===== src/rtl/ser_arbiter_if.sv =====
// Bundle between the requesters/shifter and ser_arbiter.
// Signals: req_i/req_data_i (requester requests and words), ser_busy_i
// (shifter busy) toward the arbiter; ack_o, ser_data_o, ser_data_val_o,
// sel_o, active_o, err_o from the arbiter.
// Modports: master = requester/shifter side, slave = arbiter side.
interface ser_arbiter_if #(
  parameter int unsigned NUM_REQ = 4,
  parameter int unsigned DATA_W  = 6
);
  localparam int unsigned SEL_W = (NUM_REQ > 1) ? $clog2(NUM_REQ) : 1;

  logic [NUM_REQ-1:0]        req_i;
  logic [NUM_REQ*DATA_W-1:0] req_data_i;
  logic [NUM_REQ-1:0]        ack_o;
  logic [DATA_W-1:0]         ser_data_o;
  logic                      ser_data_val_o;
  logic                      ser_busy_i;
  logic [SEL_W-1:0]          sel_o;
  logic                      active_o;
  logic                      err_o;

  modport master (
    output req_i, req_data_i, ser_busy_i,
    input  ack_o, ser_data_o, ser_data_val_o, sel_o, active_o, err_o
  );

  modport slave (
    input  req_i, req_data_i, ser_busy_i,
    output ack_o, ser_data_o, ser_data_val_o, sel_o, active_o, err_o
  );
endinterface


===== src/rtl/ser_arbiter.sv =====
// Round-robin arbiter that shares one DATA_W-bit parallel-to-serial shifter
// among NUM_REQ requesters, keeping a single word in flight at a time.
// Ports:
//   clk_i  - clock, rising edge
//   rst_i  - asynchronous reset, active-low
//   bus    - ser_arbiter_if.slave: requests/words in, acks out, shifter load
//            (data + one-cycle strobe) out, shifter busy in, owner index,
//            active flag and watchdog error pulse out.
// Optional: define SER_ARBITER_WATCHDOG_EN to abort a transfer whose shifter
// handshake stalls for WD_CYCLES clocks (err_o pulse, back to IDLE).
module ser_arbiter #(
  parameter int unsigned NUM_REQ   = 4,
  parameter int unsigned DATA_W    = 6,
  parameter int unsigned WD_CYCLES = 16
) (
  input logic            clk_i,
  input logic            rst_i,
  ser_arbiter_if.slave   bus
);
  localparam int unsigned SEL_W = (NUM_REQ > 1) ? $clog2(NUM_REQ) : 1;

  if (NUM_REQ < 2 || NUM_REQ > 8 || WD_CYCLES < 1) begin : g_param_check
    $error("ser_arbiter: parameter out of range");
  end

  typedef enum logic [1:0] {IDLE, LAUNCH, WAIT_BUSY, SHIFT} state_t;

  state_t              state_q, state_d;
  logic [SEL_W-1:0]    ptr_q, ptr_d;
  logic [NUM_REQ-1:0]  ack_q, ack_d;
  logic [DATA_W-1:0]   data_q, data_d;
  logic                val_q, val_d;
  logic [SEL_W-1:0]    sel_q, sel_d;
  logic                active_q, active_d;
  logic                err_q, err_d;
  logic [SEL_W:0]      grant;
  logic                grant_found;
  logic [SEL_W-1:0]    grant_idx;

`ifdef SER_ARBITER_WATCHDOG_EN
  localparam int unsigned WD_W = $clog2(WD_CYCLES + 1);
  logic [WD_W-1:0] wd_cnt_q, wd_cnt_d;
`endif

  // First set request scanning from ptr upward, wrapping at NUM_REQ.
  // Result: {found, index}.
  function automatic logic [SEL_W:0] pick(input logic [NUM_REQ-1:0] req,
                                          input logic [SEL_W-1:0]   ptr);
    logic [SEL_W:0] res;
    int unsigned    idx;
    res = '0;
    for (int unsigned i = 0; i < NUM_REQ; i++) begin
      idx = 32'(ptr) + i;
      if (idx >= NUM_REQ) idx = idx - NUM_REQ;
      if (!res[SEL_W] && |(req & (NUM_REQ'(1) << idx))) res = {1'b1, SEL_W'(idx)};
    end
    return res;
  endfunction

  assign grant       = pick(bus.req_i, ptr_q);
  assign grant_found = grant[SEL_W];
  assign grant_idx   = grant[SEL_W-1:0];

  // Next state and next registered outputs.
  always_comb begin
    state_d = state_q;
    ptr_d   = ptr_q;
    ack_d   = '0;
    val_d   = 1'b0;
    data_d  = data_q;
    sel_d   = sel_q;
    err_d   = 1'b0;
`ifdef SER_ARBITER_WATCHDOG_EN
    wd_cnt_d = '0;
`endif

    case (state_q)
      IDLE: begin
        // Busy shifter blocks any grant, even with requests pending.
        if (grant_found && !bus.ser_busy_i) begin
          val_d   = 1'b1;
          ack_d   = NUM_REQ'(1) << grant_idx;
          data_d  = DATA_W'(bus.req_data_i >> (32'(grant_idx) * DATA_W));
          sel_d   = grant_idx;
          ptr_d   = (32'(grant_idx) == NUM_REQ - 1) ? '0 : grant_idx + 1'b1;
          state_d = LAUNCH;
        end
      end
      LAUNCH:    state_d = WAIT_BUSY;
      WAIT_BUSY: if (bus.ser_busy_i)  state_d = SHIFT;
      SHIFT:     if (!bus.ser_busy_i) state_d = IDLE;
      default:   state_d = IDLE;
    endcase

`ifdef SER_ARBITER_WATCHDOG_EN
    // Counter restarts on every entry to WAIT_BUSY/SHIFT; expiry drops the word.
    if (state_q == WAIT_BUSY || state_q == SHIFT) begin
      if (state_d == state_q) wd_cnt_d = wd_cnt_q + 1'b1;
      if (32'(wd_cnt_q) == WD_CYCLES - 1) begin
        err_d   = 1'b1;
        state_d = IDLE;
      end
    end
`endif

    active_d = (state_d != IDLE);
  end

  // State and output registers.
  always_ff @(posedge clk_i or negedge rst_i) begin
    if (!rst_i) begin
      state_q  <= IDLE;
      ptr_q    <= '0;
      ack_q    <= '0;
      data_q   <= '0;
      val_q    <= 1'b0;
      sel_q    <= '0;
      active_q <= 1'b0;
      err_q    <= 1'b0;
`ifdef SER_ARBITER_WATCHDOG_EN
      wd_cnt_q <= '0;
`endif
    end else begin
      state_q  <= state_d;
      ptr_q    <= ptr_d;
      ack_q    <= ack_d;
      data_q   <= data_d;
      val_q    <= val_d;
      sel_q    <= sel_d;
      active_q <= active_d;
      err_q    <= err_d;
`ifdef SER_ARBITER_WATCHDOG_EN
      wd_cnt_q <= wd_cnt_d;
`endif
    end
  end

  assign bus.ack_o          = ack_q;
  assign bus.ser_data_o     = data_q;
  assign bus.ser_data_val_o = val_q;
  assign bus.sel_o          = sel_q;
  assign bus.active_o       = active_q;
  assign bus.err_o          = err_q;
endmodule


===== src/flat_wrapper.sv =====
// flat-port wrapper written by rule: the top's interface ports become plain ports
module ser_arbiter_flat 
#(
  parameter int unsigned NUM_REQ   = 4,
  parameter int unsigned DATA_W    = 6,
  parameter int unsigned WD_CYCLES = 16
)
  (clk_i, rst_i, bus_req_i, bus_req_data_i, bus_ser_busy_i, bus_ack_o, bus_ser_data_o, bus_ser_data_val_o, bus_sel_o, bus_active_o, bus_err_o);
  ser_arbiter_if #(.NUM_REQ(NUM_REQ), .DATA_W(DATA_W)) bus_i ();
  input logic clk_i;
  input logic rst_i;
  input wire logic [$bits(bus_i.req_i)-1:0] bus_req_i;
  input wire logic [$bits(bus_i.req_data_i)-1:0] bus_req_data_i;
  input wire logic [$bits(bus_i.ser_busy_i)-1:0] bus_ser_busy_i;
  output wire logic [$bits(bus_i.ack_o)-1:0] bus_ack_o;
  output wire logic [$bits(bus_i.ser_data_o)-1:0] bus_ser_data_o;
  output wire logic [$bits(bus_i.ser_data_val_o)-1:0] bus_ser_data_val_o;
  output wire logic [$bits(bus_i.sel_o)-1:0] bus_sel_o;
  output wire logic [$bits(bus_i.active_o)-1:0] bus_active_o;
  output wire logic [$bits(bus_i.err_o)-1:0] bus_err_o;
  assign bus_i.req_i = bus_req_i;
  assign bus_i.req_data_i = bus_req_data_i;
  assign bus_i.ser_busy_i = bus_ser_busy_i;
  assign bus_ack_o = bus_i.ack_o;
  assign bus_ser_data_o = bus_i.ser_data_o;
  assign bus_ser_data_val_o = bus_i.ser_data_val_o;
  assign bus_sel_o = bus_i.sel_o;
  assign bus_active_o = bus_i.active_o;
  assign bus_err_o = bus_i.err_o;
  ser_arbiter #(.NUM_REQ(NUM_REQ), .DATA_W(DATA_W), .WD_CYCLES(WD_CYCLES)) u_core (.clk_i(clk_i), .rst_i(rst_i), .bus(bus_i));
endmodule

===== config.mk =====
export PLATFORM = sky130hd
export DESIGN_NAME = ser_arbiter_flat
export DESIGN_NICKNAME = d
export VERILOG_FILES = /design/src/rtl/ser_arbiter_if.sv /design/src/rtl/ser_arbiter.sv /design/src/flat_wrapper.sv
export SDC_FILE = /design/constraint.sdc
export NUM_CORES = 1
export LEC_CHECK = 0
export CAP_MARGIN = 5
export CORE_MARGIN = 3
export CORE_UTILIZATION = 41
export DETAILED_ROUTE_END_ITERATION = 16
export PLACE_DENSITY = 0.82
export SLEW_MARGIN = 20
export SYNTH_ARGS = -nofsm -noshare
export SYNTH_HDL_FRONTEND = slang
export SYNTH_SLANG_ARGS = --single-unit

===== constraint.sdc =====
create_clock -name clk_i -period 3.3 [get_ports clk_i]
set_clock_uncertainty 0.2 [all_clocks]
set_input_delay 0.66 -clock clk_i [delete_from_list [all_inputs] [get_ports clk_i]]
set_output_delay 0.66 -clock clk_i [all_outputs]
set_load 0.05 [all_outputs]

==> qor.csv, run 1 <==
stage,metric,value,unit
status,status,finished clean,
drt,drt first-iter violations,25,
placement,dpl cell area,0.00182,mm²
final_layout,storage element area,450,µm²
critical_path,CP Launch Type,flop,
hold_path,Hold Path Class,reg -> reg,
clocking,CTS resizes,0,
die,core region area,0.00308,mm²
sta,Max-slew headroom,46.4,%
logic_synthesis,leading area contributor after synthesis,dfrtp_1,
global_route,vias in the first global route,1246,
global_route,first-pass GRT wire length,5580,µm
final_layout,multi-input logic area,813,µm²
die,Die Width,62.9,µm
logic_synthesis,Synth async-reset ratio,100,%
logic_synthesis,largest cells by area after synthesis,"dfrtp_1, mux2i_1, ha_1",
clocking,"Clk Latency, worst-skew pair",0.29,ns
clocking,Clock Pin Slew Worst Setup and Hold Paths,0.09,ns
logic_synthesis,synth cell count leaders,"dfrtp_1, mux2i_1, nand2_1, ha_1",
clocking,clock tree from TritonCTS,built,
drt,vias per cell,5.32,
global_route,Tot GR Track Use,17.4,%
critical_path,Worst setup EP type,flop,
logic_synthesis,register area share after synthesis,33.9,%
sta,post-route minimum period,2.93,ns
global_route,largest net degree at the start of global routing,19,
die,die area,0.00396,mm²
sta,final hold viol count,0,
global_route,antenna violations before repair,0,
clocking,Longest Clk Path Bufs,2,
logic_synthesis,ys flop type,dfrtp_1,
final_layout,synth-to-layout area growth,38.9,%
critical_path,Critical Setup Path Class,reg -> reg,
critical_path,CP required,3.33,ns
die,Die Height,62.9,µm
placement,IO buf count,44,
pwr,P per Cell Area,1070,mW/mm²
critical_path,Arrival @ worst endpoint,2.95,ns
logic_synthesis,syn_nets,165,
sta,worst slew pin tran,0.802,ns
sta,top achievable clock speed,342,MHz
placement,dpl hpwl,2630,µm
logic_synthesis,post-synth cell types,36,
logic_synthesis,most common cell in the netlist,dfrtp_1,
die,num ports,46,
critical_path,CP max FO,6,
final_layout,layout cells sized above 1,17.9,%
clocking,TritonCTS Sinks,18,
sta,Final setup viols,0,
sta,post-route setup slack,0.372,ns
logic_synthesis,Yosys warning total,0,
logic_synthesis,Cells after Synth,126,
drt,Routed Antenna Nets,0,
logic_synthesis,share of the synthesized area in the top cell type,33.9,%
final_layout,Finished Cell Area,0.00185,mm²
drt,Pre-antenna DRT Iters,4,
final_layout,final net count,214,
clocking,CTS H-tree lvls,1,
sta,Fin Setup TNS,0,ns
clocking,TritonCTS Buffers,3,
global_route,global route overflow,0,
clocking,root buf cell,clkbuf_4,
placement,GPL Wtd Cong,0.855,
drt,via count,1154,
drt,average routed wire per standard cell,15.2,µm
clocking,number of post-CTS setup repair buffers,0,
logic_synthesis,count of flip-flops with a built-in enable after synthesis,0,
placement,pre-CTS setup slack,0.0693,ns
sta,fin crit share,88.7,%
drt,DRC viols,0,
clocking,# hold bufs at CTS,0,
final_layout,antenna cells,0,
pwr,Max VDD drop,607,µV
logic_synthesis,synthesis-stage register bit count,18,
final_layout,fillers,290,
final_layout,Finished Core Util,60.0,%
die,initial cell density of the core,43.2,%
logic_synthesis,Syn Std Cell Area,0.00133,mm²
logic_synthesis,Post-Syn Area per Cell,10.5,µm²
die,row cnt,20,
flow_run,max-cap violations,0,
drt,final wirelength,3300,µm
sta,fin. max-slew vios,0,
sta,RSZ-0062 raised after global routing,false,
pwr,Lkg Pwr,0.000830,µW
==> report_power, final <==
part	switching (µW)	total [µW]	internal (µW)	leakage, µW
clock	65.1	108	42.5	0.0000138
sequential	62.8	366	303	0.000228
combinational	861	1490	634	0.000589
total	989	1970	980	0.000830
==> flip-flops by register name (all words and copies together) (netlist names) <==
name / flops
u_core.state_q: 2
u_core.bus.ser_data_val_o: 1
u_core.bus.ser_data_o: 6
u_core.bus.sel_o: 2
u_core.ptr_q: 2
u_core.bus.ack_o: 4
u_core.bus.active_o: 1
==> cell families (layout without fill, tap and decap cells) <==
| kind of cell | Yosys count | in the layout | synth area share [%] |
|---|---|---|---|
| XOR/XNOR | 1 | 1 | 0.659 |
| AO/OA/AOI/OAI | 31 | 31 | 22.8 |
| flip-flops | 18 | 18 | 33.9 |
| AND/OR/NAND/NOR | 31 | 31 | 10.9 |
| other | 1 | 1 | 0.282 |
| buffers and inverters | 12 | 59 | 4.90 |
| multiplexers | 24 | 24 | 19.0 |
| adder cells (fa/ha/maj) | 8 | 8 | 7.53 |
==> area by class of cell <==
type	instances	share of cell area, %
clock buffers	3	1.22
inverters	7	1.42
repair buffers	49	25.9
flip-flops and latches	18	24.4
multi-input cells	96	44.1
well taps	44	2.98
==> critical path: stages, from the launching register on <==
cell and delay (ns):
dfrtp_1 0.47, inv_1 0.16, ha_1 0.31, a22oi_2 0.24, and2_4 0.21, a2bb2oi_1 0.28, o31ai_2 0.17, ha_1 0.24
or4_1 0.50, o21ai_1 0.08
==> final timing paths <==
path	start	to	slack [ns]	cells past startpoint
max	u_core.ptr_q[0]	u_core.ptr_q[0]	0.37	9
min	u_core.bus.ser_data_o[5]	u_core.bus.ser_data_o[5]	0.31	2
max reg2reg	u_core.ptr_q[0]	u_core.ptr_q[0]	0.37	9
min reg2reg	u_core.bus.ser_data_o[5]	u_core.bus.ser_data_o[5]	0.31	2
max in group asynchronous	rst_i	u_core.bus.ser_data_o[5]	1.78	1
min in group asynchronous	rst_i	u_core.state_q[1]	0.62	1
==> routing by layer <==
layer | vias up | GRT usage (%) | routed length [µm]
li1 | 558 | - | -
met1 | 560 | 20.2 | 1370
met2 | 32 | 31.4 | 1750
met3 | 4 | 3.78 | 147
met4 | 0 | 5.79 | 37
met5 | - | 0 | 0
==> cell usage in the layout (no fill, tap or decap), drive strengths merged, types with 2 or more instances in the layout <==
| master | count |
|---|---|
| ha | 8 |
| a22oi | 8 |
| a22o | 2 |
| nand2 | 19 |
| clkdlybuf4s50 | 44 |
| mux2i | 17 |
| nor2 | 5 |
| buf | 5 |
| inv | 7 |
| dfrtp | 18 |
| mux2 | 7 |
| o21ai | 4 |
| clkbuf | 3 |
| o211ai | 2 |
| and2 | 4 |
| o221ai | 5 |
| a21oi | 3 |
==> metrics by stage <==
stage | hold WS [ns] | power, µW | std cells
3_5_place_dp | 0.284 | 1860 | 214
3_3_place_gp | 0.267 | 1810 | 214
6_report | 0.310 | 1970 | 217
4_1_cts | 0.307 | 1980 | 217
5_1_grt | 0.346 | 2110 | 217
2_1_floorplan | 0.164 | 1500 | 126
Note: power is estimated with default switching activity, not from simulation.
==> run 2, diff against run 1 <==
--- a/config.mk
+++ b/config.mk
@@ -9,6 +9,7 @@
 export CORE_MARGIN = 3
 export CORE_UTILIZATION = 41
 export DETAILED_ROUTE_END_ITERATION = 16
+export HOLD_SLACK_MARGIN = 0.02
 export PLACE_DENSITY = 0.82
 export SLEW_MARGIN = 20
 export SYNTH_ARGS = -nofsm -noshare
==> results of run 2 <==
Same layout as run 1: the final DEF is identical, and so are final timing and power.
==> run 3, diff against run 2 <==
--- a/config.mk
+++ b/config.mk
@@ -9,8 +9,10 @@
 export CORE_MARGIN = 3
 export CORE_UTILIZATION = 41
 export DETAILED_ROUTE_END_ITERATION = 16
+export GPL_TIMING_DRIVEN = 0
 export HOLD_SLACK_MARGIN = 0.02
 export PLACE_DENSITY = 0.82
+export SKIP_LAST_GASP = 1
 export SLEW_MARGIN = 20
 export SYNTH_ARGS = -nofsm -noshare
 export SYNTH_HDL_FRONTEND = slang
==> constraint.sdc (replaced) <==
create_clock -name clk_i -period 2.6 [get_ports clk_i]
set_clock_uncertainty 0.2 [all_clocks]
set_input_delay 0.52 -clock clk_i [delete_from_list [all_inputs] [get_ports clk_i]]
set_output_delay 0.52 -clock clk_i [all_outputs]
set_load 0.05 [all_outputs]
==> run 3 against run 2 <==
The run now ends with negative setup slack left. Clock-buffer cell count increased by 1. Sequential power increased by 25%. Sequential share of layout area down 2.5 points. Via count is 4.0% higher. Critical path depth is 3 higher. Register-to-register slack got worse by 0.40 ns.
==> qor.csv, run 3 (synthesis gave the netlist of run 1 again) <==
stage,metric,value,unit,change
global_route,global route overflow,0,,unchanged
drt,drt first-iter violations,40,,was 25
pwr,P_int,1520,µW,was 980 µW
critical_path,WP buf/inv,4,,was 1
final_layout,synth-to-layout area growth,55.1,%,was 38.9%
drt,Routed Antenna Nets,0,,unchanged
pwr,clock share of power,5.9,%,was 5.5%
sta,Max-slew headroom,44.9,%,was 46.4%
clocking,TritonCTS Buffers,3,,unchanged
drt,vias per cell,5.26,,was 5.32
die,core region area,0.00308,mm²,unchanged
critical_path,Crit path max-delay family,simple AND/OR/NAND/NOR gates,,was compound AO/OA/AOI/OAI gates
clocking,Clock Pin Slew Worst Setup and Hold Paths,0.11,ns,was 0.09 ns
placement,IO buf count,44,,unchanged
global_route,first-pass GRT wire length,5830,µm,was 5580 µm
status,status,"complete, but fails checks",,was finished clean
pwr,Max VDD drop,780,µV,was 607 µV
die,Die Width,62.9,µm,unchanged
pwr,P per Cell Area,1450,mW/mm²,was 1070 mW/mm²
die,row cnt,20,,unchanged
clocking,"Clk Latency, worst-skew pair",0.30,ns,was 0.29 ns
final_layout,Finished Cell Area,0.00206,mm²,was 0.00185 mm²
pwr,Sw Pwr,1460,µW,was 989 µW
critical_path,Arrival @ worst endpoint,2.67,ns,was 2.95 ns
critical_path,CP Launch Type,flop,,unchanged
sta,hold_ws,0.298,ns,was 0.310 ns
status,failing checks,negative setup slack,,
critical_path,"Slowest-stage cell, CP",or4_4,,was or4_1
die,num ports,46,,unchanged
final_layout,Finished Core Util,67.0,%,was 60.0%
final_layout,layout cells sized above 1,32.1,%,was 17.9%
critical_path,Critical Setup Path Class,reg -> reg,,unchanged
drt,Pre-antenna DRT Iters,4,,unchanged
global_route,largest net degree at the start of global routing,19,,unchanged
sta,RSZ-0062 raised after global routing,true,,was false
global_route,vias in the first global route,1210,,was 1246
pwr,Lkg Pwr,0.000899,µW,was 0.000830 µW
placement,pre-CTS setup slack,-0.707,ns,was 0.0693 ns
sta,fin. max-slew vios,0,,unchanged
clocking,TritonCTS Sinks,18,,unchanged
die,initial cell density of the core,43.2,%,unchanged
critical_path,Max stage delay on crit path,0.51,ns,was 0.50 ns
placement,dpl cell area,0.00189,mm²,was 0.00182 mm²
hold_path,Hold Path Class,reg -> reg,,unchanged
sta,fin crit share,101,%,was 88.7%
critical_path,Worst setup EP type,flop,,unchanged
clocking,clock tree from TritonCTS,built,,unchanged
sta,final hold viol count,0,,unchanged
sta,post-route minimum period,2.63,ns,was 2.93 ns
critical_path,CP max FO,5,,was 6
pwr,Gate power share,78.8,%,was 75.9%
final_layout,"most common cell after layout, fill and taps aside",clkdlybuf4s50_1,,unchanged
drt,via count,1200,,was 1154
clocking,root buf cell,clkbuf_4,,unchanged
clocking,# hold bufs at CTS,0,,unchanged
final_layout,Layout Cells excl Fill,228,,was 217
pwr,sw frac,48.9,%,was 50.2%
clocking,Longest Clk Path Bufs,2,,unchanged
global_route,antenna violations before repair,0,,unchanged
flow_run,max-cap violations,0,,unchanged
drt,final wirelength,3500,µm,was 3300 µm
die,die area,0.00396,mm²,unchanged
global_route,Tot GR Track Use,18.4,%,was 17.4%
clocking,CTS H-tree lvls,1,,unchanged
critical_path,CP required,2.64,ns,was 3.33 ns
placement,GPL Wtd Cong,0.779,,was 0.855
final_layout,antenna cells,0,,unchanged
final_layout,final net count,224,,was 214
sta,post-route setup slack,-0.0321,ns,was 0.372 ns
placement,placed insts,214,,unchanged
placement,dpl hpwl,2580,µm,was 2630 µm
sta,worst slew pin tran,0.823,ns,was 0.802 ns
die,Die Height,62.9,µm,unchanged
pwr,Seq pwr share,15.4,%,was 18.6%
drt,average routed wire per standard cell,15.3,µm,was 15.2 µm
sta,Final setup viols,1,,was 0
drt,DRC viols,0,,unchanged
critical_path,most frequent CP cell,ha_4,,was ha_1
critical_path,critical-path cell list,"clkbuf_8, inv_8, ha_4, a22oi_2, and2_4, buf_4, a21oi_4, mux2_4, inv_4, ha_4, or4_4, o21ai_2",,"was inv_1, ha_1, a22oi_2, and2_4, a2bb2oi_1, o31ai_2, ha_1, or4_1, o21ai_1"
sta,top achievable clock speed,380,MHz,was 342 MHz
final_layout,most frequent cells in the layout,"clkdlybuf4s50_1, mux2i_1, dfrtp_1",,"was clkdlybuf4s50_1, dfrtp_1, mux2i_1"
final_layout,max reg flops,6,,unchanged
-- run 3: changes by cell type in the layout (fill, tap and decap cells not counted), moves of 2 or more --
cell             delta
buf_4               +8
ha_1                -7
clkdlybuf4s50_1     -4
dlygate4sd2_1       +4
ha_4                +4
inv_1               -4
ha_2                +3
clkbuf_8            +2
inv_2               +2
-- run 3: final cells by class --
cell class              count  area (µm²)
fillers                   251        1020
multi-input cells          96         930
repair buffers             56         526
flip-flops and latches     18         452
well taps                  44        55.1
clock buffers               4        36.3
inverters                   7        36.3
plain buffers               3        26.3
-- run 3: stage by stage --
step                total power (µW)  setup TNS (ns)
floorplan                       2040          -0.158
detailed placement              2490           -5.32
finish                          2980         -0.0321
CTS                             2910          -0.307
global placement                2440           -4.41
global route                    3200          -0.609
-- run 3: worst paths after layout --
path / from / end / slack (ns) / cells past startpoint
max in group asynchronous: rst_i / u_core.ptr_q[1] / 1.16 / 1
max reg2reg: u_core.ptr_q[0] / u_core.ptr_q[0] / -0.03 / 12
min reg2reg: u_core.bus.sel_o[1] / u_core.bus.sel_o[1] / 0.30 / 2
min in group asynchronous: rst_i / u_core.bus.sel_o[0] / 0.48 / 1
min: u_core.bus.sel_o[1] / u_core.bus.sel_o[1] / 0.30 / 2
max: u_core.ptr_q[0] / u_core.ptr_q[0] / -0.03 / 12
-- run 3: repair_timing --
item                                    CTS  global route
buffers inserted                          8             4
endpoints found under the setup margin   11            13
resized for setup                        10            11
pin swaps                                 5            10
-- run 3: worst min-delay path: stages (launching register included) --
cell and delay, ns:
dfrtp_1 0.37, nand2_1 0.05, nand2_1 0.05
-- run 3: power groups by stage --
stage / registers (µW) / clock network, µW / logic, µW
after detailed placement: 460 / 0 / 2030
after global routing: 470 / 194 / 2540
final: 458 / 176 / 2350
after global placement: 459 / 0 / 1980
after floorplan: 714 / 0 / 1320
after CTS: 457 / 181 / 2270
-- run 3: layer usage --
layer | global-route usage [%] | up-vias | share of wire, %
met5 | 0 | - | 0
met4 | 5.79 | 0 | 1.0
met3 | 2.16 | 3 | 3.8
met2 | 32.9 | 31 | 53
met1 | 22.7 | 586 | 42
li1 | - | 580 | -
